$ cat config.mk
export PLATFORM = sky130hd
export DESIGN_NAME = uart_rx
export DESIGN_NICKNAME = d
export VERILOG_FILES = /design/src/rtl/uart_pkg.sv /design/src/rtl/uart_baud_tick.sv /design/src/rtl/uart_rx.sv
export SDC_FILE = /design/constraint.sdc
export NUM_CORES = 1
export LEC_CHECK = 0
export BUFFER_PORTS_ARGS = -buffer_cell sky130_fd_sc_hd__buf_4
export CORE_ASPECT_RATIO = 0.7
export CORE_MARGIN = 5
export CORE_UTILIZATION = 35
export CTS_CLUSTER_DIAMETER = 50
export CTS_CLUSTER_SIZE = 12
export DETAILED_ROUTE_END_ITERATION = 6
export PLACE_DENSITY = 0.57
export SLEW_MARGIN = 20
export SYNTH_ARGS = -nofsm -noshare
export SYNTH_HDL_FRONTEND = slang
export SYNTH_HIERARCHICAL = 1
export SYNTH_SLANG_ARGS = --single-unit
$ cat constraint.sdc
create_clock -name sys_clk_i -period 7 [get_ports sys_clk_i]
set_input_delay 1.4 -clock sys_clk_i [delete_from_list [all_inputs] [get_ports sys_clk_i]]
set_output_delay 1.4 -clock sys_clk_i [all_outputs]
set_load 0.01 [all_outputs]
$ cat src/rtl/uart_pkg.sv
// Shared constants, FSM state type and the vote helper for the UART receiver.
// Also intended for reuse by the companion transmitter.
package uart_pkg;

  typedef enum logic [2:0] {
    IDLE,
    START,
    DATA,
    PARITY,
    STOP,
    BREAK
  } rx_state_e;

  localparam int OVERSAMPLE = 16;
  localparam int DATA_BITS  = 8;

  // Tick positions inside a 16-tick bit window; the count restarts at each bit boundary.
  localparam logic [3:0] MID_TICK  = 4'd8;
  localparam logic [3:0] LAST_TICK = 4'd15;
  localparam logic [3:0] VOTE_T0   = 4'd7;
  localparam logic [3:0] VOTE_T1   = 4'd8;
  localparam logic [3:0] VOTE_T2   = 4'd9;

  function automatic logic maj3(input logic a, input logic b, input logic c);
    return (a & b) | (a & c) | (b & c);
  endfunction

endpackage

$ cat src/rtl/uart_baud_tick.sv
// Fractional phase accumulator producing a one-clock tick at BAUD*OVERSAMPLE Hz.
// The accumulator free-runs from reset.
module uart_baud_tick #(
  parameter int CLK_HZ     = 68000000,
  parameter int BAUD       = 115200,
  parameter int OVERSAMPLE = 16,
  parameter int ACC_W      = 32
) (
  input  logic sys_clk_i,
  input  logic sys_rst_n_i,
  output logic baud_tick
);

  localparam logic [ACC_W-1:0] INC = ACC_W'(BAUD * OVERSAMPLE);
  localparam logic [ACC_W-1:0] MOD = ACC_W'(CLK_HZ);

  logic [ACC_W-1:0] acc_q;
  logic [ACC_W-1:0] sum;

  assign sum = acc_q + INC;

  always_ff @(posedge sys_clk_i) begin
    if (!sys_rst_n_i) begin
      acc_q     <= '0;
      baud_tick <= 1'b0;
    end else if (sum >= MOD) begin
      acc_q     <= sum - MOD;
      baud_tick <= 1'b1;
    end else begin
      acc_q     <= sum;
      baud_tick <= 1'b0;
    end
  end

endmodule

$ cat src/rtl/uart_rx.sv
// 8N1 UART receiver, 16x oversampled, with hold-until-read byte handshake.
// Define UART_RX_PARITY_EN to receive an even-parity bit between data and stop.
module uart_rx #(
  parameter int CLK_HZ     = 68000000,
  parameter int BAUD       = 115200,
  parameter int OVERSAMPLE = 16,
  parameter int ACC_W      = 32
) (
  input  logic       sys_clk_i,
  input  logic       sys_rst_n_i,
  input  logic       uart_rx_i,
  input  logic       uart_rd_i,
  output logic [7:0] uart_dat_o,
  output logic       uart_valid_o,
  output logic       uart_ferr_o,
  output logic       uart_perr_o,
  output logic       uart_ovr_o,
  output logic       uart_busy
);
  import uart_pkg::*;

  localparam logic [2:0] LAST_BIT = 3'(DATA_BITS - 1);

  logic       rx_meta;
  logic       rx_s;
  logic       rx_s_d;
  logic       fall;
  logic       tick;
  rx_state_e  state_q;
  rx_state_e  state_d;
  logic [3:0] cnt_q;
  logic [2:0] bit_idx_q;
  logic       start_ok_q;
  logic [1:0] vote_q;
  logic [7:0] shreg_q;
  logic       stop_hit;
  logic       commit_vld_p1;
  logic       commit_ferr_p1;

  uart_baud_tick #(
    .CLK_HZ    (CLK_HZ),
    .BAUD      (BAUD),
    .OVERSAMPLE(OVERSAMPLE),
    .ACC_W     (ACC_W)
  ) u_tick (
    .sys_clk_i  (sys_clk_i),
    .sys_rst_n_i(sys_rst_n_i),
    .baud_tick  (tick)
  );

  always_ff @(posedge sys_clk_i) begin
    if (!sys_rst_n_i) begin
      rx_meta <= 1'b1;
      rx_s    <= 1'b1;
      rx_s_d  <= 1'b1;
    end else begin
      rx_meta <= uart_rx_i;
      rx_s    <= rx_meta;
      rx_s_d  <= rx_s;
    end
  end

  assign fall = rx_s_d & ~rx_s;

  always_ff @(posedge sys_clk_i) begin
    if (!sys_rst_n_i) state_q <= IDLE;
    else              state_q <= state_d;
  end

  always_comb begin
    state_d  = state_q;
    stop_hit = 1'b0;
    case (state_q)
      IDLE: begin
        if (fall) state_d = START;
      end
      // START spans the whole start bit so bit windows stay aligned to line edges.
      START: begin
        if (tick && cnt_q == MID_TICK && rx_s) state_d = IDLE;
        else if (tick && cnt_q == LAST_TICK)   state_d = DATA;
      end
      DATA: begin
        if (tick && cnt_q == LAST_TICK && bit_idx_q == LAST_BIT) begin
`ifdef UART_RX_PARITY_EN
          state_d = PARITY;
`else
          state_d = STOP;
`endif
        end
      end
      PARITY: begin
        if (tick && cnt_q == LAST_TICK) state_d = STOP;
      end
      STOP: begin
        if (tick && cnt_q == MID_TICK) begin
          stop_hit = 1'b1;
          state_d  = rx_s ? IDLE : BREAK;
        end
      end
      BREAK: begin
        if (rx_s) state_d = IDLE;
      end
      default: state_d = IDLE;
    endcase
  end

  always_ff @(posedge sys_clk_i) begin
    if (!sys_rst_n_i) begin
      cnt_q          <= '0;
      bit_idx_q      <= '0;
      start_ok_q     <= 1'b0;
      commit_vld_p1  <= 1'b0;
      commit_ferr_p1 <= 1'b0;
    end else begin
      commit_vld_p1 <= stop_hit;
      if (stop_hit) commit_ferr_p1 <= ~rx_s;
      if (state_q == IDLE) begin
        cnt_q      <= '0;
        bit_idx_q  <= '0;
        start_ok_q <= 1'b0;
      end else if (tick) begin
        cnt_q <= cnt_q + 4'd1;
        if (state_q == START && cnt_q == MID_TICK && !rx_s) start_ok_q <= 1'b1;
        if (state_q == DATA && cnt_q == LAST_TICK) bit_idx_q <= bit_idx_q + 3'd1;
      end
    end
  end

  // Majority vote over three consecutive ticks around each bit centre.
  always_ff @(posedge sys_clk_i) begin
    if (tick) begin
      if (cnt_q == VOTE_T0) vote_q[0] <= rx_s;
      if (cnt_q == VOTE_T1) vote_q[1] <= rx_s;
      if (cnt_q == VOTE_T2 && state_q == DATA)
        shreg_q <= {maj3(vote_q[0], vote_q[1], rx_s), shreg_q[7:1]};
    end
  end

  // Commit stage: one clock after the stop-bit sample.
  always_ff @(posedge sys_clk_i) begin
    if (!sys_rst_n_i) begin
      uart_dat_o   <= '0;
      uart_valid_o <= 1'b0;
      uart_ferr_o  <= 1'b0;
      uart_ovr_o   <= 1'b0;
    end else if (commit_vld_p1) begin
      uart_dat_o   <= shreg_q;
      uart_ferr_o  <= commit_ferr_p1;
      uart_valid_o <= 1'b1;
      if (uart_valid_o && !uart_rd_i) uart_ovr_o <= 1'b1;
    end else if (uart_rd_i && uart_valid_o) begin
      uart_valid_o <= 1'b0;
      uart_ferr_o  <= 1'b0;
      uart_ovr_o   <= 1'b0;
    end
  end

`ifdef UART_RX_PARITY_EN
  logic par_q;
  logic perr_q;

  always_ff @(posedge sys_clk_i) begin
    if (tick && cnt_q == VOTE_T2 && state_q == PARITY)
      par_q <= maj3(vote_q[0], vote_q[1], rx_s);
  end

  always_ff @(posedge sys_clk_i) begin
    if (!sys_rst_n_i)                     perr_q <= 1'b0;
    else if (commit_vld_p1)               perr_q <= (^shreg_q) ^ par_q;
    else if (uart_rd_i && uart_valid_o)   perr_q <= 1'b0;
  end

  assign uart_perr_o = perr_q;
`else
  assign uart_perr_o = 1'b0;
`endif

  assign uart_busy = (state_q == DATA) || (state_q == PARITY) || (state_q == STOP) ||
                     (state_q == START && start_ok_q);

endmodule

* Word-level counts from Yosys, hierarchy flattened
Cells that the tools add are included.
** Storage, ports and cells
- Bits in registers :: 70
- Bits of input ports :: 4
- Output and inout port bits :: 13
- Logic and storage cells :: 92
** Operators by class
- Add/subtract/negate cells :: 4
- $lt $le $gt $ge :: 1
- Equality and inequality tests :: 17
- Muxes and demuxes :: 18
- Bitwise logic cells :: 8
- Reduce and logical (&&, ||, !) cells :: 26
** Operator list (count)
- $add A32 B21 Y32 const B :: 1
- $ge A32 B27 Y1 const B :: 1
- $mux W32 :: 1
- $sub A32 B27 Y32 const B :: 1
- $mux W3 :: 8
- $pmux W3 S6 :: 1
- $eq A4 B4 Y1 const B :: 3
- $reduce_and A2 Y1 :: 6
- $logic_and A1 B1 Y1 :: 11
- $ne A2 B2 Y1 const B :: 5
- $eq A3 B3 Y1 const B :: 3
- $mux W1 :: 8
- $eq A3 B2 Y1 const B :: 2
- $reduce_and A6 Y1 :: 1
- $add A4 B1 Y4 const B :: 1
- $and A1 B1 Y1 :: 4
- $eq A4 B3 Y1 const B :: 1
- $add A3 B1 Y3 const B :: 1
- $eq A3 B1 Y1 const B :: 1
- $logic_not A3 Y1 :: 1
- $logic_or A1 B1 Y1 :: 3
- $ne A3 B3 Y1 const B :: 1
- $logic_not A1 Y1 :: 2
- $ne A2 B1 Y1 const B :: 1
- other kinds (4) :: 6

* Depth between registers and ports, before layout
Gate-level depths: netlist of run 1.
- Depth in word-level cells :: 5
- Mapped depth :: 12
- Mapped depth without buffers :: 10

* By module
Netlist of run 1, hierarchy kept.
** By module, submodules not included
- uart_baud_tick :: times used 1, cells each 262, area an instance 2107.0 um2
- uart_rx :: times used 1, cells each 144, area an instance 1555.2 um2

* Worst setup path after synthesis of run 1
Ideal clock, no wire load.
- Path type :: register to register
- From :: register u_tick.acc_q[13]
- To :: register u_tick.acc_q[29]
- Setup time :: 0.115 ns
- Data arrival time :: 2.715 ns
- Data required time :: 6.885 ns
- Path slack :: 4.170 ns
- Cell stages (with the launch flop) :: 10
- Path buffers :: 1
- Period minus slack after synthesis :: 2.830 ns
- Cells stage by stage :: dfxtp_1 -> ha_1 -> nand4b_1 -> or4b_2 -> a2111o_1 -> o211ai_4 -> buf_6 -> o2111ai_1 -> xnor2_1 -> and2_1
** On the way
- Longest elaborated chain between the ends :: 3
** RTL lines
- start: declaration :: line uart_baud_tick.sv:17 : logic [ACC_W-1:0] acc_q;
- start signal: assignment :: line uart_baud_tick.sv:27 : acc_q <= sum - MOD;
- start signal: assignment :: line uart_baud_tick.sv:30 : acc_q <= sum;
- $add A32 B21 Y32 (*) :: line uart_baud_tick.sv:20 : assign sum = acc_q + INC;
- $sub A32 B27 Y32 / $ge A32 B27 Y1 (equally long branches) :: line uart_baud_tick.sv:27, uart_baud_tick.sv:26
- $mux W32 (*) :: line uart_baud_tick.sv:26 : end else if (sum >= MOD) begin
Every way passes the cells marked *; elsewhere a longest branch is shown, timed or not.
A chain may end at the register's enable or synchronous reset.

* Final worst setup path of run 1
Ends and elaborated chain as after synthesis.

==> impl_metrics.yaml, run 1 <==
finish:
  final_nets: 421
  fill_cells: 1014
  area_growth_syn_to_layout_pct: 11.0
  n_antenna_cell: 0
  layout-drive-gt1-share: 0.138
power_and_ir_drop:
  p_per_area_nw_per_um2: 408
  switching_share: 0.403
  ir_worst_vdd_v: 0.000134
  pwr-share-clk: 0.241
  p_int_uw: 991
  combPwrFrac: 0.433
  seqPwrFrac: 0.326
  p_sw_uw: 668
  p_leak_nw: 1.48
clocking:
  clock_latency_ns: 0.32
  post_cts_buffers: 0
  cts_resized: 0
  cts_tree: "yes"
  cts_made_buffers: 9
  cts_hold_buf: 0
  clkTransAtPathRegs_ns: 0.05
  clk_path_buf_depth: 2
  cts_sinks: 62
  root_buffer: "clkbuf_16"
  htree_levels: 3
route:
  wl_per_cell_um: 14.7
  drtAntennaViolNets: 0
  drc: 0
  via_count: 2900
  viasPerCell: 5.32
  first_pass_iters: 6
  routed_wl_um: 8040
  drt-initial-drc-count: 308
yosys:
  synth_flop_cell: "dfxtp_1"
  syn_area_um2: 3660
  synth_edf_count: 10
  avgSynthCellArea_um2: 9.02
  ys_seq_area_frac: 0.366
  async_flop_share: 0
  synthCells: 406
  ys_warn_count: 6
  yosysUniqueCellTypes: 73
  syn_nets: 419
  ys_seq_elements: 62
global_routing:
  grt_first_pass_wirelength_um: 13700
  grt_pass1_vias: 2707
  grt_antenna_before_repair: 0
  grt_usage: 0.133
  grt_max_degree: 38
  grt_remaining_overflow: 0
critical_path:
  critPathArrivalTime_ns: 3.82
  r2r_slack_ns: 3.39
  crit_path_end_kind: "register"
  required_ns: 7.21
  critPathKind: "reg2reg"
  critical_path.startpoint_type: "register"
  crit_fanout: 20
place:
  gp_congestion: 0.810
  post-dp-hpwl_um: 5590
  pre_cts_ws_ns: 3.45
  numPortBuffers: 15
sta:
  worst_pin_slew_ns: 0.910
  whs_ns: 0.404
  finalClockSkew_ns: 0.00503
  timing.final.crit_share: 0.516
  final_hold_viol_count: 0
  slew_violations: 0
  relSlewSlack: 0.388
  fin_ws_ns: 3.39
  clock.fmax_mhz: 277
  finalSetupViolCount: 0
  min_period_ns: 3.61
  timing.setup.tns_ns: 0
  rsz0062_at_grt: "no"
die:
  core_area_um2: 10300
  rows: 31
  die_area_um2: 12600
  initial_core_util: 0.356
  die_x_um: 132
  die_y_um: 95.6
  io_pins: 17
worst_hold_path:
  hold_class: "reg2reg"
job:
  max-cap-violations: 0
status:
  outcome: "finished, final reports clean"
==> layout make-up <==
| type | count | area [um^2] | area share |
|---|---|---|---|
| Clock buffer | 11 | 243 | 0.0597 |
| Clock inverter | 5 | 26.3 | 0.00647 |
| Inverter | 13 | 50.0 | 0.0123 |
| Multi-Input combinational cell | 306 | 2120 | 0.521 |
| Sequential cell | 62 | 1340 | 0.330 |
| Tap cell | 132 | 165 | 0.0406 |
| Timing Repair Buffer | 16 | 120 | 0.0296 |
==> kinds of logic (layout without fill, tap and decap cells) <==
logic type | Yosys count | in the layout | synth area share
flops | 62 | 62 | 0.366
compound gates | 89 | 89 | 0.199
fa+ha+maj | 10 | 10 | 0.0335
simple gates | 164 | 164 | 0.239
xor+xnor | 27 | 27 | 0.0646
other cells | 1 | 1 | 0.00102
mux | 15 | 15 | 0.0410
buf+inv | 38 | 45 | 0.0553
==> per-stage QoR <==
step / cells / instance area, um^2 / utilization / power [mW]
2_1_floorplan: 406 / 3660 / - / 1.14
3_3_place_gp: 529 / 3790 / 0.369 / 1.24
3_5_place_dp: 529 / 3790 / 0.369 / 1.25
4_1_cts: 545 / 4060 / 0.395 / 1.67
5_1_grt: 545 / 4060 / 0.395 / 1.79
6_report: 545 / 4060 / 0.395 / 1.66
==> path summary, 6_finish.rpt <==
kind,cells past startpoint,start,to
max,9,u_tick/acc_q[13]$_SDFF_PN0_,u_tick/acc_q[29]$_SDFF_PN0_
min,1,rx_meta$_SDFF_PN1_,rx_s$_SDFF_PN1_
max reg2reg,9,u_tick/acc_q[13]$_SDFF_PN0_,u_tick/acc_q[29]$_SDFF_PN0_
min reg2reg,1,rx_meta$_SDFF_PN1_,rx_s$_SDFF_PN1_
==> worst max-delay path, stage by stage (launching register included) <==
cell       delay, ns
dfxtp_1         0.49
ha_1            0.65
and4_1          0.38
nor2_1          0.15
or3_1           0.38
o2111a_1        0.26
a31oi_4         0.65
o2111ai_1       0.21
xnor2_1         0.16
and2_1          0.16
==> placed cells by master, fill, tap and decap left out, types with 3 or more instances in the layout <==
master     count
nand2b_1       9
o211ai_1       4
o21ai_0       13
a211oi_1       6
a21oi_1        7
clkinv_2       4
nand3_1        9
ha_1           9
xnor2_1       18
mux2i_1       15
and2_1        19
clkbuf_16      9
nand2_1       31
inv_1         12
and4_1         3
nand4_1        8
o21ai_1        8
a21boi_0       6
nor3_1         7
nor2_1        44
or2_2          3
or3_1          6
o21a_1         4
a31oi_1        3
dfxtp_1       52
edfxtp_1      10
buf_4         16
xor2_1         9
o31ai_1        3
and3_1         8
==> flip-flops by register name (all words and copies together) (netlist names) <==
register and cells:
u_tick/acc_q 24, shreg_q 8, uart_dat_o 8, cnt_q 4, bit_idx_q 3, state_q 3, vote_q 2, commit_ferr_p1 1
commit_vld_p1 1, rx_meta 1, rx_s 1, rx_s_d 1, start_ok_q 1, u_tick/baud_tick 1, uart_ferr_o 1, uart_ovr_o 1
uart_valid_o 1
==> Yosys cell counts (4+ instances only) <==
cell type / number / area [um^2]
nand3_1: 9 / 45.0
clkbuf_1: 7 / 26.3
o21ai_0: 13 / 65.1
nor3_1: 7 / 35.0
inv_1: 12 / 45.0
a21oi_1: 7 / 35.0
xnor2_1: 18 / 158
a21boi_0: 6 / 45.0
or3_1: 6 / 37.5
buf_2: 8 / 40.0
mux2i_1: 15 / 150
a211oi_1: 6 / 45.0
nand2b_1: 9 / 56.3
nand2_1: 31 / 116
o211ai_1: 4 / 30.0
ha_1: 9 / 113
nor2_1: 44 / 165
and2_1: 19 / 119
dfxtp_1: 52 / 1040
o21a_1: 4 / 30.0
edfxtp_1: 10 / 300
and3_1: 8 / 50.1
nand4_1: 8 / 50.1
xor2_1: 9 / 78.8
buf_6: 5 / 56.3
o21ai_1: 8 / 40.0
==> per-layer routing <==
layer	vias to the layer above	part of all wire	GRT usage	routed length, um
met5	-	0	0	0
met4	0	0.013	0.0483	104
met3	7	0.062	0.0311	498
met2	79	0.40	0.179	3220
met1	1358	0.52	0.202	4210
li1	1456	-	-	-
==> power by group through the flow <==
stage               combinational (mW)  sequential (mW)  clock [mW]
floorplan                        0.654            0.484           0
global placement                 0.701            0.541           0
detailed placement               0.709            0.544           0
CTS                              0.712            0.537       0.416
global route                     0.806            0.554       0.429
finish                           0.718            0.541       0.401
Power figures use the tool's default switching activity.
==> run 2: changes to the inputs <==
==> constraint.sdc (replaced) <==
create_clock -name sys_clk_i -period 3.6 [get_ports sys_clk_i]
set_input_delay 0.72 -clock sys_clk_i [delete_from_list [all_inputs] [get_ports sys_clk_i]]
set_output_delay 0.72 -clock sys_clk_i [all_outputs]
set_load 0.01 [all_outputs]
==> impl_metrics.yaml, run 2 (synthesis gave the netlist of run 1 again) <==
route:
  drtAntennaViolNets: 0
  first_pass_iters: 6
  drc: 0
  via_count: 2935
  viasPerCell: 5.30
  routed_wl_um: 8190
  wl_per_cell_um: 14.8
  drt-initial-drc-count: 196
clocking:
  cts_tree: "yes"
  root_buffer: "clkbuf_16"
  clock_latency_ns: 0.32
  htree_levels: 3
  cts_made_buffers: 9
  clkTransAtPathRegs_ns: 0.05
  cts_resized: 0
  clk_path_buf_depth: 2
  cts_sinks: 62
  cts_hold_buf: 0
  post_cts_buffers: 0
status:
  outcome: "finished, final reports clean"
power_and_ir_drop:
  p_per_area_nw_per_um2: 840
  p_leak_nw: 1.56
  pwr-share-clk: 0.280
  p_int_mw: 2.21
  ir_worst_vdd_v: 0.000272
  seqPwrFrac: 0.287
  switching_share: 0.376
  power_mw: 3.54
  p_sw_mw: 1.33
  combPwrFrac: 0.433
critical_path:
  required_ns: 3.85
  crit_path_end_kind: "register"
  cp-startpoint: "u_tick/acc_q[13]$_SDFF_PN0_"
  r2r_slack_ns: 0.32
  critPathKind: "reg2reg"
  crit_slowest_cell: "or3_1"
  crit_family: "compound AO/OA/AOI/OAI gates"
  critPathArrivalTime_ns: 3.53
  critical_path.startpoint_type: "register"
  cp.depth: 10
  path_cells: "ha_1, nand2b_1, o21ai_0, a32oi_1, or3_1, a31oi_4, buf_12, o21ai_1, a22oi_1, mux2i_1"
  reg2reg_depth: 10
  crit_fanout: 15
  max_stage_delay_ns: 0.55
  r2r-start: "u_tick/acc_q[13]$_SDFF_PN0_"
  critPathBufInv: 1
job:
  max-cap-violations: 0
die:
  initial_core_util: 0.356
  core_area_um2: 10300
  die_y_um: 95.6
  die_area_um2: 12600
  die_x_um: 132
  rows: 31
  io_pins: 17
sta:
  timing.setup.tns_ns: 0
  clock.fmax_mhz: 305
  finalClockSkew_ns: 0.00571
  min_period_ns: 3.28
  timing.final.crit_share: 0.911
  rsz0062_at_grt: "no"
  fin_ws_ns: 0.321
  final_hold_viol_count: 0
  worst_pin_slew_ns: 0.911
  slew_violations: 0
  whs_ns: 0.405
  finalSetupViolCount: 0
  relSlewSlack: 0.387
finish:
  layout-drive-gt1-share: 0.159
  reg.largest.list: "u_tick/acc_q (24), shreg_q (8), uart_dat_o (8)"
  n_antenna_cell: 0
  layout_commonest_cell: "dfxtp_1"
  top_register: "u_tick/acc_q"
  final_nets: 430
  area_growth_syn_to_layout_pct: 15.1
  layout_common_cells: "dfxtp_1, nor2_1, nand2_1"
  largest_reg_flops: 24
global_routing:
  grt_first_pass_wirelength_um: 13600
  grt_antenna_before_repair: 0
  grt_pass1_vias: 2738
  grt_usage: 0.132
  grt_max_degree: 38
  grt_remaining_overflow: 0
place:
  pre_cts_ws_ns: 0.424
  gp_congestion: 0.900
  numPortBuffers: 15
  post-dp-hpwl_um: 5760
worst_hold_path:
  hold_depth: 1
  hold_start: "rx_meta$_SDFF_PN1_"
  hold_class: "reg2reg"
[run 2: cell count changes in the layout (fill, tap and decap cells not counted)]
cell        change
buf_12          +1
buf_4           +8
bufinv_16       +3
clkbuf_8        -1
clkinv_1        -1
clkinv_2        -2
clkinvlp_4      +1
[run 2: power by group through the flow]
stage | sequential [mW] | clock [mW] | combinational (mW)
2_1_floorplan | 0.941 | 0 | 1.27
3_3_place_gp | 1.02 | 0 | 1.50
3_5_place_dp | 1.03 | 0 | 1.51
4_1_cts | 1.01 | 1.01 | 1.52
5_1_grt | 1.04 | 1.04 | 1.69
6_report | 1.02 | 0.992 | 1.53
[run 2: worst paths after layout]
| check | endpoint |
|---|---|
| setup / recovery | u_tick/acc_q[15]$_SDFF_PN0_ |
| setup reg to reg | u_tick/acc_q[15]$_SDFF_PN0_ |
| hold reg to reg | rx_s$_SDFF_PN1_ |
| hold / removal | rx_s$_SDFF_PN1_ |
[run 2: final cells by class]
class,instances,area [um^2]
fillers,997,6060
multi-input cells,306,2120
flip-flops and latches,62,1340
clock buffers,10,229
repair buffers,25,200
well taps,132,165
clock inverters,6,110
inverters,13,50.0
[run 2: per-layer routing]
layer | vias to the layer above | GRT usage | part of all wire
met5 | - | 0 | 0
met4 | 0 | 0.0424 | 0.0074
met3 | 4 | 0.0338 | 0.046
met2 | 75 | 0.195 | 0.42
met1 | 1373 | 0.189 | 0.53
li1 | 1483 | - | -
[run 2: per-stage QoR]
stage                     area [um^2]   util  cells
after floorplan                  3660      -    406
after global placement           3870  0.377    538
after detailed placement         3870  0.377    538
after CTS                        4210  0.410    554
after global routing             4210  0.410    554
final                            4210  0.410    554
